--- src/rtl/baccarat_deal_ctrl.sv ---
// Baccarat dealing sequencer: strobes card loads, applies the third-card
// rules and latches the win lights. Optional DEAL_STEP_EN adds a step gate.
module baccarat_deal_ctrl (
    input  logic       slow_clock,
    input  logic       resetb,
`ifdef DEAL_STEP_EN
    input  logic       step,
`endif
    input  logic [3:0] pscore,
    input  logic [3:0] dscore,
    input  logic [3:0] pcard3,
    output logic       load_pcard1,
    output logic       load_pcard2,
    output logic       load_pcard3,
    output logic       load_dcard1,
    output logic       load_dcard2,
    output logic       load_dcard3,
    output logic       player_win_light,
    output logic       dealer_win_light,
    output logic       hand_done
);

    typedef enum logic [3:0] {
        IDLE  = 4'd0,
        P1    = 4'd1,
        D1    = 4'd2,
        P2    = 4'd3,
        D2    = 4'd4,
        EVAL1 = 4'd5,
        P3    = 4'd6,
        EVAL2 = 4'd7,
        D3    = 4'd8,
        SCORE = 4'd9,
        DONE  = 4'd10
    } state_t;

    state_t     state_q, state_d;
    logic       pwin_q, pwin_d;
    logic       dwin_q, dwin_d;
    logic       adv;
    logic [3:0] pv;
    logic       d3_draw;

`ifdef DEAL_STEP_EN
    assign adv = step;
`else
    assign adv = 1'b1;
`endif

    // Face cards and tens count as zero for the dealer's third-card rule.
    assign pv = (pcard3 >= 4'd1 && pcard3 <= 4'd9) ? pcard3 : 4'd0;

    // Dealer third-card table, keyed on dealer score and player's third card.
    always_comb begin
        d3_draw = 1'b0;
        unique case (1'b1)
            (dscore <= 4'd2): d3_draw = 1'b1;
            (dscore == 4'd3): d3_draw = (pv != 4'd8);
            (dscore == 4'd4): d3_draw = (pv >= 4'd2 && pv <= 4'd7);
            (dscore == 4'd5): d3_draw = (pv >= 4'd4 && pv <= 4'd7);
            (dscore == 4'd6): d3_draw = (pv >= 4'd6 && pv <= 4'd7);
            default:          d3_draw = 1'b0;
        endcase
    end

    // State register with synchronous active-low reset.
    always_ff @(posedge slow_clock) begin
        if (!resetb) state_q <= IDLE;
        else         state_q <= state_d;
    end

    // Next-state logic; every move waits for adv, DONE never leaves.
    always_comb begin
        state_d = state_q;
        if (adv) begin
            unique case (state_q)
                IDLE:  state_d = P1;
                P1:    state_d = D1;
                D1:    state_d = P2;
                P2:    state_d = D2;
                D2:    state_d = EVAL1;
                EVAL1: begin
                    if (pscore >= 4'd8 || dscore >= 4'd8) state_d = SCORE;
                    else if (pscore <= 4'd5)             state_d = P3;
                    else if (dscore <= 4'd5)             state_d = D3;
                    else                                 state_d = SCORE;
                end
                P3:    state_d = EVAL2;
                EVAL2: state_d = d3_draw ? D3 : SCORE;
                D3:    state_d = SCORE;
                SCORE: state_d = DONE;
                DONE:  state_d = DONE;
                default: state_d = IDLE;
            endcase
        end
    end

    // Strobes decode from state, suppressed while reset is asserted.
    always_comb begin
        load_pcard1 = 1'b0;
        load_pcard2 = 1'b0;
        load_pcard3 = 1'b0;
        load_dcard1 = 1'b0;
        load_dcard2 = 1'b0;
        load_dcard3 = 1'b0;
        hand_done   = (state_q == DONE);
        if (resetb && adv) begin
            unique case (state_q)
                P1:      load_pcard1 = 1'b1;
                P2:      load_pcard2 = 1'b1;
                P3:      load_pcard3 = 1'b1;
                D1:      load_dcard1 = 1'b1;
                D2:      load_dcard2 = 1'b1;
                D3:      load_dcard3 = 1'b1;
                default: ;
            endcase
        end
    end

    // Win lights compare final scores on the SCORE->DONE transition.
    always_comb begin
        pwin_d = pwin_q;
        dwin_d = dwin_q;
        if (state_q == SCORE && adv) begin
            pwin_d = (pscore >= dscore);
            dwin_d = (dscore >= pscore);
        end
    end

    // Light registers, cleared by reset and held through DONE.
    always_ff @(posedge slow_clock) begin
        if (!resetb) begin
            pwin_q <= 1'b0;
            dwin_q <= 1'b0;
        end else begin
            pwin_q <= pwin_d;
            dwin_q <= dwin_d;
        end
    end

    assign player_win_light = pwin_q;
    assign dealer_win_light = dwin_q;

endmodule
--- config.mk ---
export PLATFORM = sky130hd
export DESIGN_NAME = baccarat_deal_ctrl
export DESIGN_NICKNAME = d
export VERILOG_FILES = /design/src/rtl/baccarat_deal_ctrl.sv
export SDC_FILE = /design/constraint.sdc
export NUM_CORES = 1
export LEC_CHECK = 0
export BUFFER_PORTS_ARGS = -buffer_cell sky130_fd_sc_hd__clkbuf_2
export CAP_MARGIN = 20
export CORE_AREA = 2 2 39 41
export CTS_BUF_LIST = sky130_fd_sc_hd__clkbuf_4 sky130_fd_sc_hd__clkbuf_8
export DETAILED_ROUTE_END_ITERATION = 16
export DIE_AREA = 0 0 41 43
export PLACE_DENSITY = 0.78
export SETUP_SLACK_MARGIN = 0.3
export SYNTH_ARGS = -nofsm -noshare
export SYNTH_HDL_FRONTEND = slang
export SYNTH_SLANG_ARGS = --single-unit
--- constraint.sdc ---
create_clock -name slow_clock -period 2.65 [get_ports slow_clock]
set_input_delay 0.6625 -clock slow_clock [delete_from_list [all_inputs] [get_ports slow_clock]]
set_output_delay 0.6625 -clock slow_clock [all_outputs]
set_load 0.05 [all_outputs]
==> results of run 1 <==
[cells in the final DEF (no fill, tap or decap), types with 2 or more instances in the layout]
| cell | instances |
|---|---|
| nor3b_2 | 2 |
| a21oi_1 | 5 |
| a211o_1 | 2 |
| a31oi_1 | 2 |
| nand2b_1 | 4 |
| nor3_2 | 3 |
| nor2_1 | 4 |
| nand2_1 | 5 |
| clkbuf_4 | 3 |
| ha_1 | 4 |
| o21ai_0 | 2 |
| inv_1 | 5 |
| clkbuf_2 | 22 |
| dfxtp_1 | 6 |
[synth_stat cells]
master	number
a2111oi_1	1
a211o_1	2
a21o_1	1
a21oi_1	5
a221oi_2	1
a31oi_1	2
and4b_1	1
buf_4	4
dfxtp_1	6
ha_1	4
inv_1	5
inv_2	1
nand2_1	5
nand2b_1	4
nand3_1	1
nand3b_1	1
nand4_1	1
nand4b_1	1
nor2_1	4
nor3_1	4
nor3b_1	2
nor3b_2	1
o211ai_1	1
o21ai_0	2
o21ai_1	1
o221a_1	1
o31a_1	1
o31ai_1	1
or3b_1	1
xor2_1	1
[layout make-up]
cell class,count,share of cell area
clock buffers,3,0.03390
inverters,6,0.03390
multi-input cells,50,0.5556
flip-flops and latches,6,0.1808
well taps,16,0.03013
repair buffers,22,0.1657
[per-layer routing]
layer  GRT usage  part of all wire  up-vias
li1            -                 -      292
met1      0.1954              0.51      249
met2      0.2031              0.42       15
met3     0.06283             0.060        0
met4     0.02000                 0        0
met5           0                 0        -
[state kept, by name, summed over array words and instances (netlist names)]
name / flops
state_q: 4
dealer_win_light: 1
player_win_light: 1
[how the worst max path moves through the flow]
stage / start / endpoint / slack, ps / depth (start not counted)
3_3_place_gp: resetb / load_dcard2 / 580 / 4
6_report: resetb / load_dcard2 / 560 / 4
5_1_grt: state_q[1] / load_dcard1 / 470 / 3
3_5_place_dp: resetb / load_dcard2 / 560 / 4
2_1_floorplan: resetb / load_pcard3 / 430 / 3
4_1_cts: resetb / load_dcard2 / 560 / 4
[worst max-delay path: stages]
cell	delay (ps)
clkbuf_2	190
nand2b_1	130
nor3_2	150
clkbuf_2	290
[per-stage QoR]
| stage | total power [mW] | setup slack (ps) |
|---|---|---|
| 2_1_floorplan | 0.2055 | 431.0 |
| 3_3_place_gp | 0.2234 | 582.5 |
| 3_5_place_dp | 0.2262 | 559.7 |
| 4_1_cts | 0.3108 | 560.5 |
| 5_1_grt | 0.3330 | 465.5 |
| 6_report | 0.3070 | 556.7 |
[cells by family (layout without fill, tap and decap cells)]
| family | count (synthesis) | in the layout | share of synthesized area |
|---|---|---|---|
| flip-flops | 6 | 6 | 0.2302 |
| AND/OR/NAND/NOR | 26 | 26 | 0.2926 |
| buffers and inverters | 10 | 31 | 0.1007 |
| adder cells (fa/ha/maj) | 4 | 4 | 0.09593 |
| XOR/XNOR | 1 | 1 | 0.01679 |
| AO/OA/AOI/OAI | 19 | 19 | 0.2638 |
[power groups by stage]
stage               Clock [mW]  Combinational, mW  Sequential (mW)
CTS                     0.0861              0.102            0.122
global route            0.0952              0.112            0.126
floorplan                    0             0.0975            0.108
finish                  0.0822              0.101            0.124
global placement             0             0.0995            0.124
detailed placement           0              0.102            0.124
==> summary.txt, run 1 <==
STA
  – Worst Skew: 6.699 ps
  – Final Hold Viols: 0
  – Tcrit/Tclk final: 0.7899
  – Final Setup Violations: 0
  – Actual slew at the worst max-slew pin: 432.0 ps
  – Tmin final: 2093 ps
  – Slew Viols, Final: 0
  – Max-slew headroom: 0.7116
  – Achievable Freq: 477.7 MHz
  – Setup TNS: 0 ps
  – RSZ-0062 raised after global routing: false
  – Hold_ws: 535.7 ps

Clock network
  – Clk Tree Root Cell: clkbuf_4
  – Post-CTS sizing: 0
  – # H-tree levels: 1
  – CTS Buf Count: 3
  – Clock Latency Late Sink: 240 ps
  – CTS Sinks: 6
  – CTS tree: done
  – Post-CTS Setup Inserts: 0
  – CTS Buffer Depth: 2
  – Hold Buf Count CTS: 0
  – CTS clk-pin slew, worst paths: 50 ps

Synthesis
  – Area contributors post-synth: dfxtp_1 23%, ha_1 9.6%, buf_4 5.8%, a21oi_1 4.8%, nand2b_1 4.8%
  – Syn Inst Count: 66
  – Synthesized area: 521.8 sq um
  – Synth cell types: 30
  – Yosys warns: 0
  – Post-synthesis net count: 84
  – Seq/Total Area, Yosys: 0.2302
  – Synthesized flop and latch total: 6
  – Post-Syn Area per Cell: 7.905 sq um
  – Top cell type's share of synthesized area: 0.2302
  – Leading area contributor after synthesis: dfxtp_1

Power and ir drop
  – Peak VDD IR: 308.0 uV
  – Switching Fraction: 0.3732
  – Sequential power share: 0.403
  – LEAKAGE: 0.3107 nW
  – Sw power: 0.1145 mW
  – PwrDens: 462.0 mW/mm^2
  – Combinational Power Share: 0.330
  – Internal power: 0.1924 mW
  – Clk network pwr share: 0.268

Place
  – Hpwl dp: 932.1 um
  – Placer congestion estimate: 0.7485
  – Post-Place Cell Area: 641.9 sq um
  – IO buf count: 22
  – Post-Place Cells: 100

Floorplanning
  – Io pins: 23
  – Die Height: 43 um
  – Die footprint: 0.001763 sq mm
  – Initial cell density of the core: 0.3770
  – Die width: 41 um
  – Row cnt: 14
  – Core area: 0.001384 sq mm

Worst setup path
  – Worst Path Arrival: 1430 ps
  – Crit path kind: in -> out
  – CP startpoint kind: primary input
  – Crit Path Max Fanout: 10
  – Reg2Reg Launch Point: state_q[2]
  – CP Capture Type: primary output
  – R2R setup slack: 1330 ps
  – Worst EP required: 1990 ps
  – Depth of the most critical reg-to-reg path: 4
  – RR Endpoint: dealer_win_light

Layout
  – Final instance area: 664.4 sq um
  – Area grow syn2layout: 27.34%
  – Multi-input logic area: 369.1 sq um
  – Post-Layout Cell Count: 103
  – Register area: 120.1 sq um
  – Nets: 107
  – Fillers: 139
  – Layout cell share with drive strength beyond 1: 0.3678
  – Core Util, Final: 0.4801
  – N_diodes: 0

Run status
  – Status: finished clean

Global route
  – GR Util All Layers: 0.1411
  – Vias in the first global route: 446
  – First-pass GRT wire length: 1738 um
  – Largest net degree at the start of global routing: 13
  – Initial antenna violation count: 0
  – Grt ovf: 0

Detailed routing
  – Vias: 556
  – Drt first pass iters: 3
  – ANT nets after route: 0
  – Post-Route WL: 1130 um
  – Iter 0 DRT Violations: 2
  – Drc violations: 0
  – DR WL/cell: 10.97 um
  – Routed vias/inst: 5.398

Hold path
  – Min-delay worst type: reg -> reg
  – WHS Path Cells: 1
  – Endpoint, Worst Hold: dealer_win_light
  – Hold_sp: dealer_win_light

Job
  – Max-cap violations: 0
Note: power is estimated with default switching activity, not from simulation.
==> run 2: changes to the inputs <==
--- a/config.mk
+++ b/config.mk
@@ -5,13 +5,14 @@
 export SDC_FILE = /design/constraint.sdc
 export NUM_CORES = 1
 export LEC_CHECK = 0
+export ABC_AREA = 1
 export BUFFER_PORTS_ARGS = -buffer_cell sky130_fd_sc_hd__clkbuf_2
 export CAP_MARGIN = 20
 export CORE_AREA = 2 2 39 41
 export CTS_BUF_LIST = sky130_fd_sc_hd__clkbuf_4 sky130_fd_sc_hd__clkbuf_8
 export DETAILED_ROUTE_END_ITERATION = 16
 export DIE_AREA = 0 0 41 43
-export PLACE_DENSITY = 0.78
+export PLACE_DENSITY = 0.82
 export SETUP_SLACK_MARGIN = 0.3
 export SYNTH_ARGS = -nofsm -noshare
 export SYNTH_HDL_FRONTEND = slang
==> constraint.sdc (replaced) <==
create_clock -name slow_clock -period 2.2 [get_ports slow_clock]
set_input_delay 0.55 -clock slow_clock [delete_from_list [all_inputs] [get_ports slow_clock]]
set_output_delay 0.55 -clock slow_clock [all_outputs]
set_load 0.05 [all_outputs]
==> summary.txt, run 2 <==
Global route
  – Vias in the first global route: 619 (was 446)
  – First-pass GRT wire length: 2401 um (was 1738 um)
  – Largest net degree at the start of global routing: 11 (was 13)
  – Grt ovf: 0 (unchanged)
  – GR Util All Layers: 0.1922 (was 0.1411)
  – Initial antenna violation count: 0 (unchanged)

Place
  – IO buf count: 22 (unchanged)
  – Post-Place Cell Area: 773.2 sq um (was 641.9 sq um)
  – Hpwl dp: 1108 um (was 932.1 um)
  – Placer congestion estimate: 0.7646 (was 0.7485)
  – Post-Place Cells: 124 (was 100)

STA
  – Tcrit/Tclk final: 0.8337
  – Actual slew at the worst max-slew pin: 336.1 ps (was 432.0 ps)
  – Tmin final: 1834 ps
  – Achievable Freq: 545.2 MHz
  – Setup TNS: 0 ps (unchanged)
  – Worst Skew: 1.788 ps (was 6.699 ps)
  – Final Setup Violations: 0 (unchanged)
  – Max-slew headroom: 0.7736 (was 0.7116)
  – RSZ-0062 raised after global routing: true (was false)
  – Hold_ws: 530.4 ps (was 535.7 ps)
  – Final Hold Viols: 0 (unchanged)
  – Slew Viols, Final: 0 (unchanged)

Layout
  – Multi-input logic area: 447.9 sq um (was 369.1 sq um)
  – Max FFs per register: 4 (unchanged)
  – N_diodes: 0 (unchanged)
  – Most frequent cells in the layout: 15 x inv_1, 15 x clkbuf_2, 13 x nand2_1 (was 22 x clkbuf_2, 6 x dfxtp_1, 5 x inv_1, 5 x nand2_1, 5 x a21oi_1)
  – Post-Layout Cell Count: 129 (was 103)
  – Nets: 133 (was 107)
  – Register area: 122.6 sq um (was 120.1 sq um)
  – Area grow syn2layout: 49.67% (was 27.34%)
  – Final instance area: 848.3 sq um (was 664.4 sq um)
  – Fillers: 119 (was 139)
  – Reg with most FFs: state_q (unchanged)
  – Layout cell share with drive strength beyond 1: 0.4513 (was 0.3678)

Clock network
  – CTS Sinks: 6 (unchanged)
  – CTS clk-pin slew, worst paths: 40 ps (was 50 ps)
  – Clk Tree Root Cell: clkbuf_4 (unchanged)
  – CTS Buffer Depth: 2 (unchanged)
  – CTS tree: done (unchanged)
  – CTS Buf Count: 3 (unchanged)
  – Clock Latency Late Sink: 240 ps (about the same)
  – # H-tree levels: 1 (unchanged)
  – Hold Buf Count CTS: 0 (unchanged)

Synthesis
  – Post-synthesis async set-or-reset flop share: 0 (unchanged)
  – Largest family of logic cells by synthesized area: simple AND/OR/NAND/NOR gates (unchanged)
  – Post-synthesis adder-cell area fraction: 0.08830 (was 0.09592)
  – Top cell type's share of synthesized area: 0.2119 (was 0.2302)
  – Number of flops mapped to enable cells by yosys: 0 (unchanged)
  – Synth cell types: 26 (was 30)
  – Synthesized flop and latch total: 6 (unchanged)
  – Multiplexer share of the synthesized area: 0 (unchanged)
  – Synth Area in Compound Gates: 0.1898 (was 0.2638)
  – Synthesized area: 566.8 sq um (was 521.8 sq um)
  – Simple-gate share of the synthesized area: 0.3709 (was 0.2926)
  – Syn Inst Count: 86 (was 66)
  – Post-synthesis net count: 104 (was 84)
  – Count leader, synth: inv_1 (was dfxtp_1)
  – Post-Synth XOR/XNOR Area: 0 (was 0.01679)
  – Yosys warns: 0 (unchanged)
  – Area contributors post-synth: dfxtp_1 21%, inv_1 11%, ha_1 8.8%, nand2_1 8.6%, nor2_1 7.3% (was dfxtp_1 23%, ha_1 9.6%, buf_4 5.8%, a21oi_1 4.8%, nand2b_1 4.8%)
  – Seq/Total Area, Yosys: 0.2119 (was 0.2302)
  – Leading area contributor after synthesis: dfxtp_1 (unchanged)
  – Post-Syn Area per Cell: 6.591 sq um (was 7.905 sq um)
  – Post-synth top cells: 16 x inv_1, 13 x nand2_1, 11 x nor2_1, 6 x dfxtp_1 (was 6 x dfxtp_1, 5 x a21oi_1, 5 x inv_1, 5 x nand2_1)
  – Prevailing post-synth register cell: dfxtp_1 (unchanged)

Floorplanning
  – Core area: 0.001384 sq mm (unchanged)
  – Die Height: 43 um (unchanged)
  – Initial cell density of the core: 0.4096 (was 0.3770)
  – Die footprint: 0.001763 sq mm (unchanged)
  – Die width: 41 um (unchanged)
  – Io pins: 23 (unchanged)
  – Row cnt: 14 (unchanged)

Worst setup path
  – Reg2Reg Launch Point: state_q[1] (was state_q[2])
  – Depth of the most critical reg-to-reg path: 7 (was 4)
  – CP Capture Type: primary output (unchanged)
  – Crit path kind: reg -> out (was in -> out)
  – Worst EP required: 1650 ps (was 1990 ps)
  – Crit Path Max Fanout: 3 (was 10)
  – CP startpoint kind: flop (was primary input)
  – R2R setup slack: 1010 ps (was 1330 ps)
  – Worst Path Arrival: 1280 ps (was 1430 ps)
  – RR Endpoint: state_q[1] (was dealer_win_light)

Power and ir drop
  – PwrDens: 394.6 mW/mm^2 (was 462.0 mW/mm^2)
  – Peak VDD IR: 320.3 uV (was 308.0 uV)
  – Power, Total: 0.3348 mW (was 0.3070 mW)
  – LEAKAGE: 0.3940 nW (was 0.3107 nW)

Hold path
  – Endpoint, Worst Hold: player_win_light (was dealer_win_light)
  – Hold_sp: player_win_light (was dealer_win_light)
  – Min-delay worst type: reg -> reg (unchanged)
  – WHS Path Cells: 2 (was 1)

Run status
  – Status: finished clean (unchanged)

Detailed routing
  – Routed vias/inst: 4.884 (was 5.398)
  – Drt first pass iters: 4 (was 3)
  – ANT nets after route: 0 (unchanged)
  – Iter 0 DRT Violations: 14 (was 2)
  – DR WL/cell: 10.78 um (was 10.97 um)
  – Drc violations: 0 (unchanged)
  – Post-Route WL: 1391 um (was 1130 um)
  – Vias: 630 (was 556)

Job
  – Max-cap violations: 0 (unchanged)
-- run 2: worst max path at each step --
stage / start / endpoint / slack (ps) / depth (start not counted)
finish: state_q[3] / load_dcard3 / 370 / 5
global route: state_q[3] / hand_done / 270 / 5
CTS: state_q[3] / hand_done / 310 / 5
detailed placement: resetb / load_dcard2 / 240 / 4
global placement: resetb / load_dcard2 / 260 / 4
floorplan: resetb / load_pcard1 / 310 / 2
-- run 2: area by class of cell --
| class | instances | share of cell area |
|---|---|---|
| multi-input combinational | 61 | 0.5280 |
| timing repair buffer | 24 | 0.1858 |
| sequential | 6 | 0.1445 |
| inverter | 18 | 0.08555 |
| clock buffer | 3 | 0.02655 |
| tap | 16 | 0.02360 |
| timing repair inverter | 1 | 0.005900 |
-- run 2: per-layer routing --
layer / routed length [um] / vias to the layer above / global-route usage
li1: - / 336 / -
met1: 613 / 281 / 0.2427
met2: 740 / 13 / 0.3125
met3: 37 / 0 / 0.01571
met4: 0 / 0 / 0.08667
met5: 0 / - / 0
-- run 2: what timing repair did --
item,4_1_cts,5_1_grt
gates resized for setup,6,15
pin swaps,0,1
setup buffers,0,1
gates cloned,0,1
endpoints found under the setup margin,6,7
-- run 2: metrics by stage --
| stage | util | worst slack, ps |
|---|---|---|
| 6_report | 0.6130 | 365.9 |
| 5_1_grt | 0.6130 | 266.2 |
| 4_1_cts | 0.5877 | 308.3 |
| 3_5_place_dp | 0.5588 | 244.1 |
| 3_3_place_gp | 0.5588 | 255.9 |
| 2_1_floorplan | - | 310.8 |
-- run 2: logic make-up after synthesis --
| group | Yosys count |
|---|---|
| and+or+nand+nor | 41 |
| buffers and inverters | 19 |
| AOI/OAI and AO/OA | 16 |
| DFF | 6 |
| adders and majority gates | 4 |
-- run 2: critical path: stages, from the launching register on --
cell and delay (ps):
dfxtp_1 360, inv_2 70, nor2_1 120, inv_1 140
nor4_4 160, buf_6 190
-- run 2: power by group --
group	leakage, nW	switching (mW)	total (mW)	internal, mW
Combinational	0.330	0.0732	0.115	0.0417
Clock	0.0138	0.0356	0.0970	0.0614
Sequential	0.0498	0.00852	0.123	0.114
==> run 3: changes to the inputs <==
==> constraint.sdc (replaced) <==
create_clock -name slow_clock -period 1.9 [get_ports slow_clock]
set_input_delay 0.475 -clock slow_clock [delete_from_list [all_inputs] [get_ports slow_clock]]
set_output_delay 0.475 -clock slow_clock [all_outputs]
set_load 0.05 [all_outputs]
==> summary.txt, run 3 (synthesis gave the netlist of run 2 again) <==
STA
  – Slew Viols, Final: 0 (unchanged)
  – Actual slew at the worst max-slew pin: 261.4 ps (was 336.1 ps)
  – Tmin final: 1681 ps
  – Max-slew headroom: 0.8239 (was 0.7736)
  – Worst setup margin: 219.1 ps (was 365.9 ps)
  – Hold_ws: 522.1 ps (was 530.4 ps)
  – RSZ-0062 raised after global routing: true (unchanged)
  – Tcrit/Tclk final: 0.8847
  – Setup TNS: 0 ps (unchanged)
  – Final Setup Violations: 0 (unchanged)
  – Worst Skew: 8.315 ps (was 1.788 ps)
  – Achievable Freq: 594.9 MHz
  – Final Hold Viols: 0 (unchanged)

Clock network
  – CTS tree: done (unchanged)
  – CTS Sinks: 6 (unchanged)
  – CTS clk-pin slew, worst paths: 50 ps (was 40 ps)
  – Clk Tree Root Cell: clkbuf_4 (unchanged)
  – CTS Buf Count: 3 (unchanged)
  – Clock Latency Late Sink: 240 ps (about the same)
  – # H-tree levels: 1 (unchanged)
  – CTS Buffer Depth: 2 (unchanged)
  – Hold Buf Count CTS: 0 (unchanged)

Worst setup path
  – Depth of the most critical reg-to-reg path: 5 (was 7)
  – Critical path launch point: state_q[3] (unchanged)
  – CP Capture Type: primary output (unchanged)
  – RR Endpoint: state_q[1] (unchanged)
  – Reg2Reg Launch Point: state_q[0] (was state_q[1])
  – CP startpoint kind: flop (unchanged)
  – Crit Path Max Fanout: 3 (unchanged)
  – R2R setup slack: 690 ps (was 1010 ps)
  – Worst EP required: 1420 ps (was 1650 ps)
  – Crit path kind: reg -> out (unchanged)
  – Worst Path Arrival: 1210 ps (was 1280 ps)

Detailed routing
  – Iter 0 DRT Violations: 4 (was 14)
  – ANT nets after route: 0 (unchanged)
  – DR WL/cell: 11.33 um (was 10.78 um)
  – Drt first pass iters: 4 (unchanged)
  – Vias: 652 (was 630)
  – Drc violations: 0 (unchanged)
  – Routed vias/inst: 4.977 (was 4.884)
  – Post-Route WL: 1484 um (was 1391 um)

Power and ir drop
  – LEAKAGE: 0.4422 nW (was 0.3940 nW)
  – Peak VDD IR: 190.5 uV (was 320.3 uV)
  – PwrDens: 417.2 mW/mm^2 (was 394.6 mW/mm^2)
  – Power, Total: 0.4129 mW (was 0.3348 mW)

Job
  – Max-cap violations: 0 (unchanged)

Hold path
  – WHS Path Cells: 3 (was 2)
  – Min-delay worst type: in -> reg (was reg -> reg)
  – Hold_sp: resetb (was player_win_light)
  – Endpoint, Worst Hold: state_q[0] (was player_win_light)

Global route
  – Largest net degree at the start of global routing: 11 (unchanged)
  – Grt ovf: 0 (unchanged)
  – Initial antenna violation count: 0 (unchanged)
  – Vias in the first global route: 628 (was 619)
  – GR Util All Layers: 0.2087 (was 0.1922)
  – First-pass GRT wire length: 2546 um (was 2401 um)

Floorplanning
  – Initial cell density of the core: 0.4096 (unchanged)
  – Row cnt: 14 (unchanged)
  – Die width: 41 um (unchanged)
  – Die Height: 43 um (unchanged)
  – Die footprint: 0.001763 sq mm (unchanged)
  – Io pins: 23 (unchanged)
  – Core area: 0.001384 sq mm (unchanged)

Layout
  – Layout cell share with drive strength beyond 1: 0.5043 (was 0.4513)
  – Most frequent cells in the layout: 14 x clkbuf_2, 13 x inv_1, 13 x nand2_1 (was 15 x inv_1, 15 x clkbuf_2, 13 x nand2_1)
  – Final instance area: 989.7 sq um (was 848.3 sq um)
  – Multi-input logic area: 469.2 sq um (was 447.9 sq um)
  – Register area: 132.6 sq um (was 122.6 sq um)
  – Leading cell type in the layout, fill and taps excluded: clkbuf_2
  – Nets: 135 (was 133)
  – N_diodes: 0 (unchanged)
  – Reg with most FFs: state_q (unchanged)
  – Fillers: 104 (was 119)
  – Max FFs per register: 4 (unchanged)
  – Area grow syn2layout: 74.61% (was 49.67%)

Place
  – IO buf count: 22 (unchanged)
  – Hpwl dp: 1098 um (was 1108 um)
  – Dpl ws: 15.82 ps (was 244.1 ps)
  – Post-Place Cell Area: 822.0 sq um (was 773.2 sq um)
  – Placer congestion estimate: 0.7390 (was 0.7646)

Run status
  – Status: finished clean (unchanged)
run 3: final cells by class:
cell class,count,share of cell area
clock buffers,3,0.02276
inverters,18,0.1075
multi-input cells,61,0.4741
flip-flops and latches,6,0.1340
well taps,16,0.02023
repair buffers,27,0.2415
run 3: worst max-delay path: stages (launching register included):
cell	delay, ps
dfxtp_4	360
inv_4	50
nor2_4	130
inv_4	60
nor4_4	140
clkbuf_8	230
run 3: where the power goes:
part	total [mW]	leakage [nW]	internal (mW)	switching (mW)
sequential	0.147	0.0514	0.131	0.0164
combinational	0.156	0.377	0.0651	0.0907
clock	0.110	0.0138	0.0710	0.0388
run 3: how the worst max path moves through the flow:
| stage | endpoint | cells after the start |
|---|---|---|
| 4_1_cts | load_dcard1 | 3 |
| 6_report | load_dcard3 | 5 |
| 3_5_place_dp | load_dcard1 | 4 |
| 2_1_floorplan | load_dcard1 | 2 |
| 5_1_grt | load_dcard3 | 5 |
| 3_3_place_gp | load_dcard2 | 4 |
run 3: what timing repair did:
action                     CTS  global route
setup buffers                2             1
cloned                       0             0
gates resized for setup     31             9
setup endpoints to repair    7             7
pin swaps                    1             1
run 3: routing by layer:
metal | share of wire | GRT usage | vias up
met5 | 0 | 0 | -
met4 | 0.010 | 0.08000 | 0
met3 | 0.047 | 0.03141 | 2
met2 | 0.54 | 0.3500 | 24
met1 | 0.40 | 0.2508 | 286
li1 | - | - | 340
run 3: per-stage QoR:
| stage | utilization | std cells |
|---|---|---|
| 6_report | 0.7152 | 131 |
| 3_5_place_dp | 0.5940 | 125 |
| 5_1_grt | 0.7152 | 131 |
| 4_1_cts | 0.6980 | 130 |
| 2_1_floorplan | - | 86 |
| 3_3_place_gp | 0.5940 | 125 |
